[config.mk]
export PLATFORM = sky130hd
export DESIGN_NAME = ysyx_25040109_imem_resp
export DESIGN_NICKNAME = d
export VERILOG_FILES = /design/src/rtl/ysyx_25040109_imem_pkg.sv /design/src/rtl/ysyx_25040109_lfsr8.sv /design/src/rtl/ysyx_25040109_imem_resp.sv
export SDC_FILE = /design/constraint.sdc
export NUM_CORES = 1
export LEC_CHECK = 0
export CORE_ASPECT_RATIO = 0.7
export CORE_MARGIN = 2
export CORE_UTILIZATION = 45
export CTS_CLUSTER_SIZE = 24
export DETAILED_ROUTE_END_ITERATION = 8
export GPL_TIMING_DRIVEN = 1
export HOLD_SLACK_MARGIN = 0.02
export MAX_ROUTING_LAYER = met4
export PLACE_DENSITY = 0.95
export SYNTH_ARGS = -nofsm -noshare
export SYNTH_HDL_FRONTEND = slang
export SYNTH_SLANG_ARGS = --single-unit
[constraint.sdc]
create_clock -name clk -period 3.05 [get_ports clk]
set_input_delay 0.4575 -clock clk [delete_from_list [all_inputs] [get_ports clk]]
set_output_delay 0.4575 -clock clk [all_outputs]
set_load 0.005 [all_outputs]
[src/rtl/ysyx_25040109_imem_pkg.sv]
// Shared types and constants for the instruction-memory responder and its LFSR.
package ysyx_25040109_imem_pkg;

  typedef enum logic [2:0] {
    S_IDLE,
    S_READ,
    S_CAPT,
    S_WAIT,
    S_RESP
  } imem_state_t;

  // Fibonacci taps for x^8+x^6+x^5+x^4+1 on a left-shifting register (bits 7,5,4,3).
  localparam logic [7:0] LFSR_TAPS         = 8'hB8;
  localparam logic [7:0] LFSR_SEED_DEFAULT = 8'hA5;

endpackage

[src/rtl/ysyx_25040109_lfsr8.sv]
// 8-bit Fibonacci LFSR, advances every non-reset cycle; reusable as a jitter source.
module ysyx_25040109_lfsr8
  import ysyx_25040109_imem_pkg::*;
(
  input  logic       clk,
  input  logic       rst,
  input  logic [7:0] seed,
  output logic [7:0] q
);

  always_ff @(posedge clk) begin
    if (rst) q <= seed;
    else     q <= {q[6:0], ^(q & LFSR_TAPS)};
  end

endmodule

[src/rtl/ysyx_25040109_imem_resp.sv]
// Instruction-memory responder: one outstanding fetch, SRAM read, optional
// configurable plus LFSR-jittered delay, response held until the IFU accepts.
//
// state  | meaning
// IDLE   | pc_ready high, waiting for a fetch request
// READ   | sram_ren pulse with the aligned address
// CAPT   | capture SRAM data, compute delay
// WAIT   | count down the extra delay
// RESP   | mem_valid high until ifu_ready_to_mem
module ysyx_25040109_imem_resp
  import ysyx_25040109_imem_pkg::*;
#(
  parameter int         ADDR_W     = 32,
  parameter int         DATA_W     = 32,
  parameter int         LAT_W      = 4,
  parameter int         RAND_DELAY = 1,
  parameter logic [7:0] LFSR_SEED  = LFSR_SEED_DEFAULT
) (
  input  logic              clk,
  input  logic              rst,
  input  logic              pc_valid,
  input  logic [ADDR_W-1:0] pc,
  output logic              pc_ready,
  output logic [DATA_W-1:0] imem_rdata,
  output logic              mem_valid,
  input  logic              ifu_ready_to_mem,
  output logic              sram_ren,
  output logic [ADDR_W-1:0] sram_addr,
  input  logic [DATA_W-1:0] sram_rdata,
  input  logic [LAT_W-1:0]  cfg_lat
);

  localparam logic [LAT_W:0] CNT_ONE = {{LAT_W{1'b0}}, 1'b1};

  imem_state_t       state;
  logic [ADDR_W-1:0] addr_q;
  logic [DATA_W-1:0] data_q;
  logic [LAT_W:0]    cnt;
  logic [7:0]        lfsr;
  logic [LAT_W:0]    jitter;
  logic [LAT_W:0]    dly;
  logic              unused_bits;

  ysyx_25040109_lfsr8 u_lfsr (
    .clk  (clk),
    .rst  (rst),
    .seed (LFSR_SEED),
    .q    (lfsr)
  );

  // One extra bit so cfg_lat max plus jitter max never wraps.
  assign jitter = (RAND_DELAY != 0) ? {{(LAT_W-1){1'b0}}, lfsr[1:0]} : '0;
  assign dly    = {1'b0, cfg_lat} + jitter;

  assign sram_addr   = addr_q;
  assign imem_rdata  = data_q;
  assign unused_bits = ^{lfsr, pc[1:0]};

  always_ff @(posedge clk) begin
    if (rst) begin
      state     <= S_IDLE;
      pc_ready  <= 1'b1;
      sram_ren  <= 1'b0;
      mem_valid <= 1'b0;
      addr_q    <= '0;
      data_q    <= '0;
      cnt       <= '0;
    end else begin
      case (state)
        S_IDLE: begin
          if (pc_valid) begin
            addr_q   <= {pc[ADDR_W-1:2], 2'b00};
            pc_ready <= 1'b0;
            sram_ren <= 1'b1;
            state    <= S_READ;
          end
        end
        S_READ: begin
          sram_ren <= 1'b0;
          state    <= S_CAPT;
        end
        S_CAPT: begin
          data_q <= sram_rdata;
          if (dly == '0) begin
            mem_valid <= 1'b1;
            state     <= S_RESP;
          end else begin
            cnt   <= dly;
            state <= S_WAIT;
          end
        end
        S_WAIT: begin
          cnt <= cnt - CNT_ONE;
          if (cnt == CNT_ONE) begin
            mem_valid <= 1'b1;
            state     <= S_RESP;
          end
        end
        S_RESP: begin
          if (ifu_ready_to_mem) begin
            mem_valid <= 1'b0;
            pc_ready  <= 1'b1;
            state     <= S_IDLE;
          end
        end
        default: begin
          pc_ready  <= 1'b1;
          sram_ren  <= 1'b0;
          mem_valid <= 1'b0;
          state     <= S_IDLE;
        end
      endcase
    end
  end

endmodule

**Yosys cells after proc, flatten, opt, wreduce, memory -nomap -nowiden**

Cells that the tools add are included.

- Add/subtract/negate cells: 2
- $mul: 0
- Divide/modulo/power cells: 0
- Magnitude comparators: 0
- Equality and inequality tests: 10
- Shift operators: 0
- Muxes and demuxes: 16
- Bitwise gates (word level): 3
- Reductions and logical operators: 13

Operator list:

| cell | count |
|---|---|
| one-hot mux 3 bit (5 select lines) | 1 |
| two-way mux 3 bit | 4 |
| != test 2 bit (second input constant) | 5 |
| one-hot mux 5 bit (2 select lines) | 1 |
| parity 8 bit | 1 |
| == test 3 x 2 -> 1 bit (second input constant) | 2 |
| two-way mux 1 bit | 6 |
| AND reduction 2 bit | 3 |
| AND reduction 3 bit | 2 |
| OR reduction 3 bit | 2 |
| adder 4 x 2 -> 5 bit | 1 |
| == test 5 x 1 -> 1 bit (second input constant) | 1 |
| logical NOT 5 bit | 1 |
| two-way mux 5 bit | 1 |
| subtractor 5 x 1 -> 5 bit (second input constant) | 1 |
| one-hot mux 1 bit (4 select lines) | 1 |
| AND reduction 4 bit | 1 |
| == test 3 x 1 -> 1 bit (second input constant) | 1 |
| == test 3 bit (second input constant) | 1 |
| logical NOT 3 bit | 1 |
| inverter 1 bit | 3 |
| one-hot mux 1 bit (3 select lines) | 1 |
| one-hot mux 1 bit (2 select lines) | 1 |
| nonzero test 2 bit | 1 |
| OR reduction 2 bit | 1 |

- Bits in registers: 81
- Bits in latches: 0
- Bits in writable memories: 0
- Memory bits (read-only): 0
- Input port bits: 72
- Output and inout port bits: 67
- Memories kept: 0

**Depth between registers and ports, before layout**

Gate-level depths: netlist (run 1).

- Word-level depth: 4
- Mapped depth: 7
- Mapped depth without buffers: 6

**By module**

From an unflattened synthesis (run 1), not the netlist that was laid out.

- Cells, all modules: 394
- Area, all modules: 3250.6 um^2

By module, submodules not included:

| module | times used | cells each | area each (um^2) | sequential area each (um^2) |
|---|---|---|---|---|
| ysyx_25040109_imem_resp | 1 | 373 | 2971.6 | 1461.4 |
| ysyx_25040109_lfsr8 | 1 | 21 | 279.0 | 160.2 |

**Least setup slack after synthesis (run 1)**

No wires, ideal clock.

- Path type: input-to-reg
- From: in cfg_lat[0]
- To: reg cnt[4]
- Library setup time: 0.070 ns
- Arrival time: 2.132 ns
- Required time: 2.980 ns
- Path slack: 0.848 ns
- Cell stages on the path: 6
- Path buffers: 0
- Cell sequence: ha_1 -> fa_1 -> or3_1 -> nor4b_1 -> o31ai_1 -> a21oi_1

- Longest elaborated chain between the ends: 4
- Elaborated cells between the ends (all ways): 6

RTL lines:

| item | RTL line | text |
|---|---|---|
| start, declared | ysyx_25040109_imem_resp.sv:30 | `input logic [LAT_W-1:0] cfg_lat` |
| adder 4 x 2 -> 5 bit (*) | ysyx_25040109_imem_resp.sv:53 | `assign dly = {1'b0, cfg_lat} + jitter;` |
| logical NOT 5 bit | ysyx_25040109_imem_resp.sv:84 | `if (dly == '0) begin` |
| != test 2 bit (no line) | - |  |
| AND reduction 2 bit (no line) | - |  |
| end signal, assigned | ysyx_25040109_imem_resp.sv:88 | `cnt <= dly;` |
| end signal, assigned | ysyx_25040109_imem_resp.sv:93 | `cnt <= cnt - CNT_ONE;` |
| end, declared | ysyx_25040109_imem_resp.sv:38 | `logic [LAT_W:0] cnt;` |

Mark *: on every way between the ends. The rest lies on a longest branch, timed or not. The select of a mux whose other input is x is not followed.
A chain may end at the register's enable or synchronous reset.

**Worst setup path in the final report (run 1)**

Same ends and word-level chain as after synthesis.

==> results.cfg, run 1 <==
[route]
wl_um = 8180
drt_first_pass_iters = 4
ant_nets = 0
drc = 0
vias = 3064
drt_iter0_markers = 129
via_per_inst = 5.01
routedWlPerCell_um = 13.4

[logic_synthesis]
synth_cells = 390
ys_top_cells_by_area = dfxtp_1 (51%), nand2_1 (15%), a21oi_1 (12%), clkbuf_1 (2.4%), ha_1 (1.6%)
synth_area_mm2 = 0.00316
ys.flop_type = dfxtp_1
yosys.area.top_type_share_pct = 51.4
ys_seq_area_share_pct = 51.4
synthDistinctLibCells = 48
synth_compound_area_share_pct = 17.2
muxShareOfSynthArea_pct = 0.317
ys_warn_count = 0
async_flop_share_pct = 0
ys_seq_elements = 81
yosysTopAreaCell = dfxtp_1
synth_xor_area_share_pct = 1.11
synthAdderAreaFrac_pct = 2.22
avgSynthCellArea_um2 = 8.09
synthSimpleGateAreaFrac_pct = 22.8
synth_edf_count = 0
synth_top_family_by_area = simple AND/OR/NAND/NOR gates

[clock_network]
root_buffer = clkbuf_8
cts.clk_slew.worst_paths_ns = 0.08
clkSinkCount = 81
ctsResizeCount = 0
cts_hold_buf = 0
clkLatencyLatePin_ns = 0.35
cts_post_setup_buffers_inserted = 0
htree_levels = 3
cts.path.max_buffers = 2
cts_buffers = 9
cts_tree = yes

[place]
portBuffers = 134
post-place-ws_ns = 0.215
finalWeightedCongestion = 0.833
dp_hpwl_um = 6070
dp_cells = 596

[setup_path]
startpoint = cfg_lat[0]
crit_arrival_ns = 2.77
reg2reg_to = cnt[4]$_SDFFE_PP0P_
crit_path_end_kind = flop
r2r_start = u_lfsr.q[0]$_SDFF_PP1_
crit_fanout = 4
worstRegToRegCells = 6
startpoint_type = input port
crit_type = in2reg
endpoint = cnt[4]$_SDFFE_PP0P_
worst-r2r-setup-slack_ns = 0.78
cp_data_required_time_ns = 3.33

[global_routing]
grt_first_pass_wirelength_um = 12900
grt_pass1_vias = 2890
track_usage_pct = 21.8
grt-ovfl-total = 0
grt_max_degree = 36
antenna_found_initial = 0

[floorplan]
initial_core_util_pct = 46.7
die-height_um = 74.1
dieArea_mm2 = 0.00771
rows = 25
die_x_um = 104
core_mm2 = 0.00676
num_io_pins = 139

[final_layout]
layout_commonest_cell = clkdlybuf4s50_1
area_growth_pct = 50.0
fin_cells = 612
n_antenna_cell = 0
drive_above_1_share_pct = 5.79
finalNetCount = 590
final_cell_mix = clkdlybuf4s50_1 (133), nand2_1 (128), dfxtp_1 (81)

[sta]
fin_ws_ns = 0.555
rsz0062_at_grt = false
relSlewSlack_pct = 37.2
drv_slew = 0
period_minus_slack_ns = 2.50
finalCritPeriodShare_pct = 81.8
clock.fmax_ghz = 0.401
fin_skew_ns = 0.00969
final.setup.tns_ns = 0
setup_viol_count_final = 0
hold_viol = 0
tightest_slew_ns = 0.942

[run]
cap_violations = 0

[pwr]
peakVddDrop_mv = 0.383
power_per_cell_area_mw_per_mm2 = 651
power.total_uw = 3080
leakage_uw = 0.00173

[run_status]
outcome = complete, no violations

[hold_path]
min-delay-path-class = reg2reg
power by group:
group / internal, uW / switching, uW / total [uW]
logic: 497 / 470 / 967
clock network: 407 / 384 / 791
registers: 1220 / 103 / 1330
total: 2130 / 958 / 3080
Yosys cell counts (all sizes together), types with 5 or more instances:
master  count
a21oi      74
buf         9
clkbuf     20
dfxtp      81
inv         5
nand2     129
nor2        7
o21ai       5
or3         5
state kept, by name, indices dropped and copies added, names as in the netlist:
register    cells
u_lfsr.q        8
sram_ren        1
cnt             5
state           3
imem_rdata     32
mem_valid       1
sram_addr      30
pc_ready        1
worst min path at each step:
stage	from	to	slack, ns	cells after the start
after floorplan	u_lfsr.q[6]$_SDFF_PP0_	u_lfsr.q[7]$_SDFF_PP1_	0.39	1
after global placement	u_lfsr.q[6]$_SDFF_PP0_	u_lfsr.q[7]$_SDFF_PP1_	0.40	1
after detailed placement	u_lfsr.q[6]$_SDFF_PP0_	u_lfsr.q[7]$_SDFF_PP1_	0.40	1
after CTS	u_lfsr.q[6]$_SDFF_PP0_	u_lfsr.q[7]$_SDFF_PP1_	0.42	1
after global routing	u_lfsr.q[6]$_SDFF_PP0_	u_lfsr.q[7]$_SDFF_PP1_	0.43	1
final	u_lfsr.q[6]$_SDFF_PP0_	u_lfsr.q[7]$_SDFF_PP1_	0.42	1
critical path, cell delays in order:
cell,delay [ns]
clkdlybuf4s50_1,0.41
ha_1,0.24
fa_1,0.50
or3_1,0.44
nor4b_1,0.44
o31ai_1,0.16
a21oi_1,0.15
logic make-up (layout without fill, tap and decap cells):
kind of cell / count (synthesis) / in the layout
other: 1 / 2
XOR/XNOR: 4 / 4
AO/OA/AOI/OAI: 97 / 97
adder cells (fa/ha/maj): 5 / 5
flip-flops: 81 / 81
AND/OR/NAND/NOR: 167 / 167
multiplexers: 1 / 1
buffers and inverters: 34 / 161
routing by layer:
metal	part of all wire (%)	GRT usage, %	vias to the layer above
met5	0	-	-
met1	43	24.1	1391
li1	-	-	1538
met2	48	37.0	121
met4	1.9	9.46	0
met3	7.8	6.92	14
per-stage QoR:
stage / utilization (%) / area, um^2 / hold slack [ns]
floorplan: - / 3160 / 0.389
global placement: 67.0 / 4530 / 0.396
detailed placement: 67.0 / 4530 / 0.402
CTS: 70.1 / 4730 / 0.418
global route: 70.1 / 4730 / 0.427
finish: 70.1 / 4730 / 0.418
cell type report:
| class | instances | area, um^2 |
|---|---|---|
| inverter | 5 | 18.8 |
| sequential | 81 | 1620 |
| clock buffer | 11 | 141 |
| tap | 94 | 118 |
| multi-input combinational | 276 | 1390 |
| fill | 572 | 2020 |
| clock inverter | 5 | 62.6 |
| timing repair buffer | 140 | 1380 |
No activity file was read; power rests on OpenSTA's default activity.
==> inputs of run 2 (changes only) <==
--- a/config.mk
+++ b/config.mk
@@ -7,13 +7,13 @@
 export LEC_CHECK = 0
 export CORE_ASPECT_RATIO = 0.7
 export CORE_MARGIN = 2
-export CORE_UTILIZATION = 45
+export CORE_UTILIZATION = 42
 export CTS_CLUSTER_SIZE = 24
 export DETAILED_ROUTE_END_ITERATION = 8
 export GPL_TIMING_DRIVEN = 1
 export HOLD_SLACK_MARGIN = 0.02
 export MAX_ROUTING_LAYER = met4
-export PLACE_DENSITY = 0.95
+export PLACE_DENSITY = 0.9
 export SYNTH_ARGS = -nofsm -noshare
 export SYNTH_HDL_FRONTEND = slang
 export SYNTH_SLANG_ARGS = --single-unit
==> constraint.sdc (replaced) <==
create_clock -name clk -period 2.55 [get_ports clk]
set_input_delay 0.3825 -clock clk [delete_from_list [all_inputs] [get_ports clk]]
set_output_delay 0.3825 -clock clk [all_outputs]
set_load 0.005 [all_outputs]
==> run 2 against run 1 <==
Against the previous run: register-to-register slack got worse by 0.44 ns; critical endpoint unchanged; combinational power increased by 22%; core utilization decreased by 4.5 points; sequential share of layout area decreased by 0.31 points; clock power increased by 26%; non-clock buffer count increased by 4; worst setup slack got worse by 0.36 ns; largest cell class unchanged; final area increased by 0.90%; critical path type unchanged; clock-buffer cell count increased by 1; die area increased by 6.8%; total power increased by 22%.
==> results.cfg, run 2 (synthesized netlist as in run 1, its figures left out) <==
[setup_path]
reg2reg_to = cnt[4]$_SDFFE_PP0P_
startpoint_type = input port
worstRegToRegCells = 6
critical-path-max-stage-delay_ns = 0.47
crit_path_end_kind = flop
crit_chain = clkdlybuf4s50_1 -> ha_1 -> fa_1 -> or3_1 -> nor4b_1 -> o31ai_1 -> a21oi_1
cp_data_required_time_ns = 2.82
critical-path-slowest-cell = fa_1
worst-r2r-setup-slack_ns = 0.34
crit_arrival_ns = 2.62
crit_fanout = 3
r2r_start = u_lfsr.q[0]$_SDFF_PP1_
crit_type = in2reg

[sta]
fin_skew_ns = 0.00746
finalCritPeriodShare_pct = 92.4
drv_slew = 0
relSlewSlack_pct = 33.6
final.setup.tns_ns = 0
hold_viol = 0
clock.fmax_ghz = 0.424
tightest_slew_ns = 0.996
fin_ws_ns = 0.194
period_minus_slack_ns = 2.36
rsz0062_at_grt = false
setup_viol_count_final = 0

[final_layout]
final_cell_mix = clkdlybuf4s50_1 (133), nand2_1 (128), dfxtp_1 (81)
drive_above_1_share_pct = 6.13
n_antenna_cell = 0
final_util_pct = 65.5
finalNetCount = 594
area_growth_pct = 51.3
layout_commonest_cell = clkdlybuf4s50_1
largest_reg_flops = 32

[global_routing]
grt_pass1_vias = 2971
grt-ovfl-total = 0
antenna_found_initial = 0
grt_first_pass_wirelength_um = 13700
grt_max_degree = 37
track_usage_pct = 21.2

[clock_network]
clkSinkCount = 81
ctsResizeCount = 0
cts_hold_buf = 0
cts_buffers = 9
cts.path.max_buffers = 2
htree_levels = 3
clkLatencyLatePin_ns = 0.33
cts_tree = yes
root_buffer = clkbuf_8
cts_post_setup_buffers_inserted = 0
cts.clk_slew.worst_paths_ns = 0.08

[hold_path]
holdPathStages = 1
holdCritStartpoint = u_lfsr.q[6]$_SDFF_PP0_
min_to = u_lfsr.q[7]$_SDFF_PP1_
min-delay-path-class = reg2reg

[floorplan]
die-height_um = 76.5
die_x_um = 108
rows = 26
initial_core_util_pct = 43.3
num_io_pins = 139
core_mm2 = 0.00729
dieArea_mm2 = 0.00823

[pwr]
power_per_cell_area_mw_per_mm2 = 787
peakVddDrop_mv = 0.332
switching_share_pct = 30.2
power_frac_seq_pct = 42.2
pwr-share-comb_pct = 31.3
leakage_uw = 0.00175
p_int_uw = 2620
pwr-share-clk_pct = 26.6
power.switching_uw = 1140

[place]
dp_hpwl_um = 5900
finalWeightedCongestion = 0.902
portBuffers = 134
post-place-ws_ns = -0.107

[route]
via_per_inst = 4.96
wl_um = 8260
vias = 3077
routedWlPerCell_um = 13.3
ant_nets = 0
drt_first_pass_iters = 5
drc = 0
drt_iter0_markers = 129

[run]
cap_violations = 0

[run_status]
outcome = complete, no violations
-- run 2: changes by cell type in the layout (fill, tap and decap cells not counted) --
cell        delta
clkinvlp_4     -1
clkbuf_8       -1
bufinv_16      +1
clkbuf_1       +2
inv_6          -1
buf_4          +4
-- run 2: area by class of cell --
| cell class | count | area (um^2) |
|---|---|---|
| Clock inverter | 4 | 76.3 |
| Tap cell | 98 | 123 |
| Fill cell | 596 | 2510 |
| Sequential cell | 81 | 1620 |
| Multi-Input combinational cell | 276 | 1390 |
| Clock buffer | 12 | 135 |
| Inverter | 5 | 18.8 |
| Timing Repair Buffer | 144 | 1410 |
-- run 2: how the worst max path moves through the flow --
stage               start                  end  slack [ns]  cells past startpoint
2_1_floorplan  cfg_lat[0]  cnt[4]$_SDFFE_PP0P_        0.42                      6
3_3_place_gp   cfg_lat[0]  cnt[0]$_SDFFE_PP0P_       -0.09                      7
3_5_place_dp   cfg_lat[0]  cnt[4]$_SDFFE_PP0P_       -0.11                      7
4_1_cts        cfg_lat[0]  cnt[4]$_SDFFE_PP0P_        0.25                      7
5_1_grt        cfg_lat[0]  cnt[0]$_SDFFE_PP0P_        0.08                      7
6_report       cfg_lat[0]  cnt[4]$_SDFFE_PP0P_        0.19                      7
-- run 2: through the flow --
stage / cell area (um^2) / std cells / total power, uW / hold slack [ns]
after floorplan: 3160 / 391 / 2220 / 0.389
after global placement: 4560 / 604 / 2740 / 0.395
after detailed placement: 4560 / 604 / 2790 / 0.414
after CTS: 4780 / 620 / 3800 / 0.432
after global routing: 4780 / 620 / 4010 / 0.453
final: 4780 / 620 / 3760 / 0.425
-- run 2: power by group through the flow --
| stage | Sequential (uW) | Combinational, uW | Clock (uW) |
|---|---|---|---|
| finish | 1590 | 1180 | 999 |
| global route | 1610 | 1310 | 1090 |
| CTS | 1590 | 1180 | 1040 |
| detailed placement | 1610 | 1170 | 0 |
| global placement | 1600 | 1140 | 0 |
| floorplan | 1600 | 624 | 0 |
-- run 2: layer usage --
| layer | track usage (%) | up-vias | part of all wire [%] |
|---|---|---|---|
| li1 | - | 1546 | - |
| met1 | 25.1 | 1408 | 44 |
| met2 | 33.7 | 114 | 46 |
| met3 | 8.13 | 9 | 9.0 |
| met4 | 5.77 | 0 | 1.1 |
| met5 | - | - | 0 |
-- run 2: critical path, delay by kind of cell --
kind / cells / cell delay [ns]
AND/OR/NAND/NOR: 2 / 0.84
adder cells (fa/ha/maj): 2 / 0.69
buffers and inverters: 1 / 0.40
AO/OA/AOI/OAI: 2 / 0.30
